### config.mk
export PLATFORM = sky130hd
export DESIGN_NAME = c5gx_input_debouncer
export DESIGN_NICKNAME = d
export VERILOG_FILES = /design/src/rtl/c5gx_board_pkg.sv /design/src/rtl/c5gx_debounce_bit.sv /design/src/rtl/c5gx_input_debouncer.sv
export SDC_FILE = /design/constraint.sdc
export NUM_CORES = 1
export LEC_CHECK = 0
export CAP_MARGIN = 0
export CORE_AREA = 2 2 169 171
export CTS_CLUSTER_DIAMETER = 120
export CTS_CLUSTER_SIZE = 12
export DETAILED_ROUTE_END_ITERATION = 8
export DIE_AREA = 0 0 171 173
export HOLD_SLACK_MARGIN = 0.12
export PLACE_DENSITY = 0.81
export SLEW_MARGIN = 10
export SYNTH_ARGS = -nofsm -noshare
export SYNTH_HDL_FRONTEND = slang
export SYNTH_SLANG_ARGS = --single-unit
export TNS_END_PERCENT = 30
### constraint.sdc
create_clock -name SI_ClkIn -period 14.1 [get_ports SI_ClkIn]
set_clock_uncertainty 0.1 [all_clocks]
set_input_delay 3.525 -clock SI_ClkIn [delete_from_list [all_inputs] [get_ports SI_ClkIn]]
set_output_delay 3.525 -clock SI_ClkIn [all_outputs]
set_load 0.05 [all_outputs]
### src/rtl/c5gx_board_pkg.sv
// Shared board constants for the C5GX input conditioning path.
//
// Purpose : widths, bit positions and defaults for the KEY[3:0] / SW[9:0]
//           inputs feeding the MIPSfpga-plus GPIO block.
// Ports   : none (package).
package c5gx_board_pkg;

  localparam int C5GX_KEY_W = 4;
  localparam int C5GX_SW_W  = 10;
  localparam int C5GX_IN_W  = C5GX_KEY_W + C5GX_SW_W;

  // 10 ms at 50 MHz.
  localparam int C5GX_DEBOUNCE_CYCLES = 500000;

  // Bit positions inside the conditioned input vector: keys low, switches above.
  localparam int C5GX_KEY0_IDX = 0;
  localparam int C5GX_KEY1_IDX = 1;
  localparam int C5GX_KEY2_IDX = 2;
  localparam int C5GX_KEY3_IDX = 3;
  localparam int C5GX_SW0_IDX  = C5GX_KEY_W;
  localparam int C5GX_SW9_IDX  = C5GX_KEY_W + C5GX_SW_W - 1;

  // Keys are active-low on the board; switches are active-high.
  localparam logic [C5GX_IN_W-1:0] C5GX_INVERT_MASK = 14'h000F;

  // Counter width that can hold values 0..cycles.
  function automatic int c5gx_cnt_width(input int cycles);
    return (cycles < 1) ? 1 : $clog2(cycles + 1);
  endfunction

endpackage

### src/rtl/c5gx_debounce_bit.sv
// One-bit synchroniser + debouncer.
//
// Purpose : brings one asynchronous input into the clk domain through two
//           flops and accepts a new level only after it has been stable at
//           the synchroniser output for DEBOUNCE_CYCLES consecutive cycles.
// Ports   : clk      system clock
//           rst      asynchronous active-high reset
//           din      asynchronous, already polarity-normalised input
//           clean_o  debounced level
//           rise_o   one-cycle pulse in the first cycle clean_o is 1
//           fall_o   one-cycle pulse in the first cycle clean_o is 0
// Config  : C5GX_DEBOUNCE_EDGE_EN enables the registered rise/fall pulses;
//           without it both pulse outputs are constant 0.
module c5gx_debounce_bit
  import c5gx_board_pkg::*;
#(
  parameter int DEBOUNCE_CYCLES = C5GX_DEBOUNCE_CYCLES
) (
  input  logic clk,
  input  logic rst,
  input  logic din,
  output logic clean_o,
  output logic rise_o,
  output logic fall_o
);

  localparam int CNT_W = c5gx_cnt_width(DEBOUNCE_CYCLES);
  localparam logic [CNT_W-1:0] CNT_LAST = CNT_W'(DEBOUNCE_CYCLES - 1);

  logic             sync1_q, sync1_d;
  logic             sync2_q, sync2_d;
  logic [CNT_W-1:0] cnt_q,   cnt_d;
  logic             clean_q, clean_d;

  always_comb begin
    sync1_d = din;
    sync2_d = sync1_q;
    cnt_d   = '0;
    clean_d = clean_q;
    if (sync2_q != clean_q) begin
      // Terminal count: accept the new level and restart, so the counter
      // never needs to wrap.
      if (cnt_q == CNT_LAST) begin
        clean_d = sync2_q;
        cnt_d   = '0;
      end else begin
        cnt_d = cnt_q + CNT_W'(1);
      end
    end
    // Equal levels leave cnt_d at 0: any glitch restarts the count.
  end

  always_ff @(posedge clk or posedge rst) begin
    if (rst) begin
      sync1_q <= 1'b0;
      sync2_q <= 1'b0;
      cnt_q   <= '0;
      clean_q <= 1'b0;
    end else begin
      sync1_q <= sync1_d;
      sync2_q <= sync2_d;
      cnt_q   <= cnt_d;
      clean_q <= clean_d;
    end
  end

  assign clean_o = clean_q;

`ifdef C5GX_DEBOUNCE_EDGE_EN
  logic rise_q, rise_d;
  logic fall_q, fall_d;

  // Pulses are computed from the same transition that updates clean_q, so
  // they coincide with the first cycle of the new clean level.
  always_comb begin
    rise_d = clean_d & ~clean_q;
    fall_d = ~clean_d & clean_q;
  end

  always_ff @(posedge clk or posedge rst) begin
    if (rst) begin
      rise_q <= 1'b0;
      fall_q <= 1'b0;
    end else begin
      rise_q <= rise_d;
      fall_q <= fall_d;
    end
  end

  assign rise_o = rise_q;
  assign fall_o = fall_q;
`else
  assign rise_o = 1'b0;
  assign fall_o = 1'b0;
`endif

endmodule

### src/rtl/c5gx_input_debouncer.sv
// C5GX board input conditioner.
//
// Purpose : normalises polarity of the raw KEY/SW pads (active-low bits are
//           inverted), then synchronises and debounces each bit
//           independently before it reaches the system GPIO inputs.
// Ports   : SI_ClkIn   system clock
//           SI_Reset   asynchronous active-high reset; release is expected
//                      to be synchronous to SI_ClkIn (system reset block)
//           raw_in     raw pad inputs, asynchronous to SI_ClkIn
//           clean_out  debounced, active-high levels
//           rise_o     one-cycle pulse per bit on a clean 0->1 change
//           fall_o     one-cycle pulse per bit on a clean 1->0 change
// Config  : C5GX_DEBOUNCE_EDGE_EN enables rise_o/fall_o; otherwise they are
//           tied to 0 and the port list is unchanged.
module c5gx_input_debouncer
  import c5gx_board_pkg::*;
#(
  parameter int               WIDTH           = C5GX_IN_W,
  parameter int               DEBOUNCE_CYCLES = C5GX_DEBOUNCE_CYCLES,
  parameter logic [WIDTH-1:0] INVERT_MASK     = WIDTH'(C5GX_INVERT_MASK)
) (
  input  logic             SI_ClkIn,
  input  logic             SI_Reset,
  input  logic [WIDTH-1:0] raw_in,
  output logic [WIDTH-1:0] clean_out,
  output logic [WIDTH-1:0] rise_o,
  output logic [WIDTH-1:0] fall_o
);

  // Inversion is a pure XOR ahead of the first sync flop; it adds no state
  // and keeps every downstream bit active-high.
  logic [WIDTH-1:0] norm_in;
  assign norm_in = raw_in ^ INVERT_MASK;

  for (genvar i = 0; i < WIDTH; i++) begin : g_bit
    c5gx_debounce_bit #(
      .DEBOUNCE_CYCLES (DEBOUNCE_CYCLES)
    ) u_bit (
      .clk     (SI_ClkIn),
      .rst     (SI_Reset),
      .din     (norm_in[i]),
      .clean_o (clean_out[i]),
      .rise_o  (rise_o[i]),
      .fall_o  (fall_o[i])
    );
  end

endmodule

==> metrics.md <==
| Metric | Value |
|---|---|
| Result of the run | `finished, final reports clean` |
| DRC violations left | `0` |
| Number of synthesis warnings | `0` |
| Mapped Avg Cell Area | `10.0 um2` |
| Number of vias after detailed routing | `10600` |
| Power per Cell Area | `103 nW/um2` |
| Most used flip-flop cell after synthesis | `sky130_fd_sc_hd__dfrtp_1` |
| Max frequency | `176 MHz` |
| Clock tree from TritonCTS | `yes` |
| Final period demand of the worst path | `5.68 ns` |
| Top cell type's share of synthesized area | `51.4%` |
| FFs w/ async S/R, synth | `100%` |
| Total congestion overflow | `0` |
| Clock latency on the worst-skew pair | `0.54 ns` |
| Data required time at the worst endpoint | `14.58 ns` |
| Wire length of the first global-routing pass | `47500 um` |
| Initial core utilization | `54.3%` |
| Crit path kind | `in2async` |
| ANT nets after route | `0` |
| Leading area contributor after synthesis | `sky130_fd_sc_hd__dfrtp_1` |
| Sequential share of the synthesized area | `51.4%` |
| Largest fanout of any net on the critical path | `139` |
| Mapped Cells | `1497` |
| Clock transition at the registers of the reported paths | `0.06 ns` |
| Clock buffer count from CTS | `29` |
| # clock sinks | `308` |
| Core box area | `27600 um2` |
| Buffers inserted by post-CTS timing repair | `0` |
| Commonest cells after routing, fill and taps aside | `sky130_fd_sc_hd__dfrtp_1 (308), sky130_fd_sc_hd__nor2_1 (226), sky130_fd_sc_hd__xnor2_1 (127)` |
| Total number of placement rows | `61` |
| Hold bufs inserted after CTS | `0` |
| Combined area of all synthesized cells | `15000 um2` |
| RSZ-0062 raised after global routing | `no` |
| Worst ir drop on vdd | `0.0930 mV` |
| Via count of the first global-routing pass | `10400` |
| First drt pass iteration count | `7` |
| Number of maximum-capacitance violations | `0` |
| Total negative slack | `0 ns` |
| Total length of routed wires | `26800 um` |
| Hold crit path type | `reg2reg` |
| Chip height | `173 um` |
| Layout cell share with drive strength beyond 1 | `5.80%` |
| Clock root buffer master | `sky130_fd_sc_hd__clkbuf_16` |
| GPL Wtd Cong | `0.807` |
| Ranking of synthesized cells by area | `sky130_fd_sc_hd__dfrtp_1 (51%), sky130_fd_sc_hd__xnor2_1 (7.4%), sky130_fd_sc_hd__nor2_1 (5.7%), sky130_fd_sc_hd__xor2_1 (3.6%), sky130_fd_sc_hd__nand3_1 (3.1%)` |
| Worst slew margin | `19.9%` |
| Maximum clock path buffer count | `3` |
| Total buffers and inverters traversed by the critical path | `4` |
| Count of distinct cell types in the synthesized netlist | `44` |
| # setup viols final | `0` |
| Die Span X | `171 um` |
| Ant. Diodes | `0` |
| Leakage power | `0.00634 uW` |
| Final core area utilization | `58.5%` |
| Number of design-rule violations left by the first detailed-router iteration | `712` |
| Final HPWL from detailed placement | `17900 um` |
| Total GRT Usage | `18.7%` |
| Ratio of routed vias to standard cells | `5.60` |
| Number of placed instances with taps included | `1865` |
| Worst-margin pin slew | `1.20 ns` |
| Number of flops mapped to enable cells by yosys | `0` |
| Number of nets in the finished design | `1548` |
| Crit path launch type | `input pin` |
| Top Ports | `58` |
| Number of endpoints with negative hold slack in the final report | `0` |
| Resize count post-CTS | `0` |
| Cells along the critical path | `clkdlybuf4s50_1 > inv_8 > buf_4 > buf_4` |
| Area growth, synth to finish | `7.82%` |
| Post-synthesis sequential element count | `308` |
| Slew Viols, Final | `0` |
| Fraction of the cycle the final worst path needs | `40.2%` |
| Drt wl/cell | `14.1 um` |
| Total of buffers placed on input and output ports | `29` |
| Die ar. | `29600 um2` |
| Min Hold Slack | `0.248 ns` |
| Biggest cell delay along the critical path | `0.72 ns` |
| Most common cell after layout, fill and taps aside | `sky130_fd_sc_hd__dfrtp_1` |
| Count of non-filler cells in the finished layout | `1895` |
| Kind of capture point of the worst setup path | `asynchronous set/reset pin` |
| Number of antenna violations at the first check in global routing | `0` |
| Dominant cell type by count on the critical path | `sky130_fd_sc_hd__buf_4` |
| CP max-delay cell | `sky130_fd_sc_hd__buf_4` |
| CP Data Arrival Time | `6.16 ns` |
| Maximum number of pins on one net before global-route repair | `140` |
| H-tree level count | `1` |
| Category of cells accounting for the largest share of critical-path delay | `buffers and inverters` |
-- cells by family after synthesis --
group	after synthesis	share of synthesized area (%)
AND/OR/NAND/NOR	703	24.7
adder cells (fa/ha/maj)	14	1.17
multiplexers	14	1.05
buffers and inverters	127	4.66
flip-flops	308	51.4
other	1	0.0250
AO/OA/AOI/OAI	142	6.07
XOR/XNOR	188	11.0
-- routing by layer --
metal | up-vias | share of wire, % | global-route usage (%)
met5 | - | 0 | 0
met4 | 0 | 1.8 | 4.48
met3 | 36 | 3.1 | 2.72
met2 | 150 | 49 | 31.3
met1 | 5203 | 46 | 25.8
li1 | 5225 | - | -
-- metrics by stage --
stage	cell area (um2)	setup slack, ns	total power [uW]
6_report	16200	8.42	1660
5_1_grt	16200	7.94	1730
3_3_place_gp	15400	7.71	999
3_5_place_dp	15400	7.67	1000
2_1_floorplan	15100	1.96	991
4_1_cts	16200	8.24	1680
-- Yosys cell counts, types with 4 or more instances --
master and count:
sky130_fd_sc_hd__buf_6 6, sky130_fd_sc_hd__and4_1 13, sky130_fd_sc_hd__or2_2 12, sky130_fd_sc_hd__clkbuf_1 9, sky130_fd_sc_hd__and3_1 8, sky130_fd_sc_hd__mux2_2 14, sky130_fd_sc_hd__nor4b_1 4, sky130_fd_sc_hd__a21oi_1 63
sky130_fd_sc_hd__or4_1 49, sky130_fd_sc_hd__nor2_1 226, sky130_fd_sc_hd__or3_1 51, sky130_fd_sc_hd__or4b_2 6, sky130_fd_sc_hd__or4b_1 7, sky130_fd_sc_hd__nand2_1 75, sky130_fd_sc_hd__dfrtp_1 308, sky130_fd_sc_hd__buf_4 44
sky130_fd_sc_hd__nand3_1 92, sky130_fd_sc_hd__o21ai_0 37, sky130_fd_sc_hd__nor3_1 31, sky130_fd_sc_hd__xor2_1 61, sky130_fd_sc_hd__nand4_1 56, sky130_fd_sc_hd__o31ai_1 23, sky130_fd_sc_hd__inv_1 58, sky130_fd_sc_hd__or3b_2 6
sky130_fd_sc_hd__ha_1 14, sky130_fd_sc_hd__o21ai_4 8, sky130_fd_sc_hd__xnor2_1 127, sky130_fd_sc_hd__buf_2 7, sky130_fd_sc_hd__nor4_1 41, sky130_fd_sc_hd__and2_1 16
-- flip-flops by register name, summed over array words and instances (netlist names) --
signal and cells:
g_bit.u_bit.cnt_q 266, g_bit.u_bit.clean_o 14, g_bit.u_bit.sync1_q 14, g_bit.u_bit.sync2_q 14
-- power by group --
group | internal, uW | leakage, uW | total [uW] | switching, uW
logic | 16.6 | 0.00176 | 73.7 | 57.1
registers | 898 | 0.00420 | 911 | 12.8
clock network | 377 | 0.000372 | 678 | 300
-- final timing paths --
path | depth (start not counted) | slack [ns] | end | startpoint
worst max-delay path | 4 | 8.42 | g_bit[6].u_bit.cnt_q[12] | SI_Reset
worst min-delay path | 0 | 0.25 | g_bit[12].u_bit.sync2_q | g_bit[12].u_bit.sync1_q
worst max register to register | 4 | 11.66 | g_bit[8].u_bit.cnt_q[10] | g_bit[8].u_bit.cnt_q[15]
worst min register to register | 0 | 0.25 | g_bit[12].u_bit.sync2_q | g_bit[12].u_bit.sync1_q
max in group SI_ClkIn | 1 | 8.73 | clean_out[9] | g_bit[9].u_bit.clean_o
min in group asynchronous | 2 | 3.50 | g_bit[6].u_bit.clean_o | SI_Reset
-- area by class of cell --
class,count,area (um2)
clock buffer,29,726
clock inverter,1,30.0
fill,2359,11500
inverter,58,225
multi-input combinational,1089,6700
sequential,308,7710
tap,378,473
timing repair buffer,32,313
No activity file was read; power rests on OpenSTA's default activity.
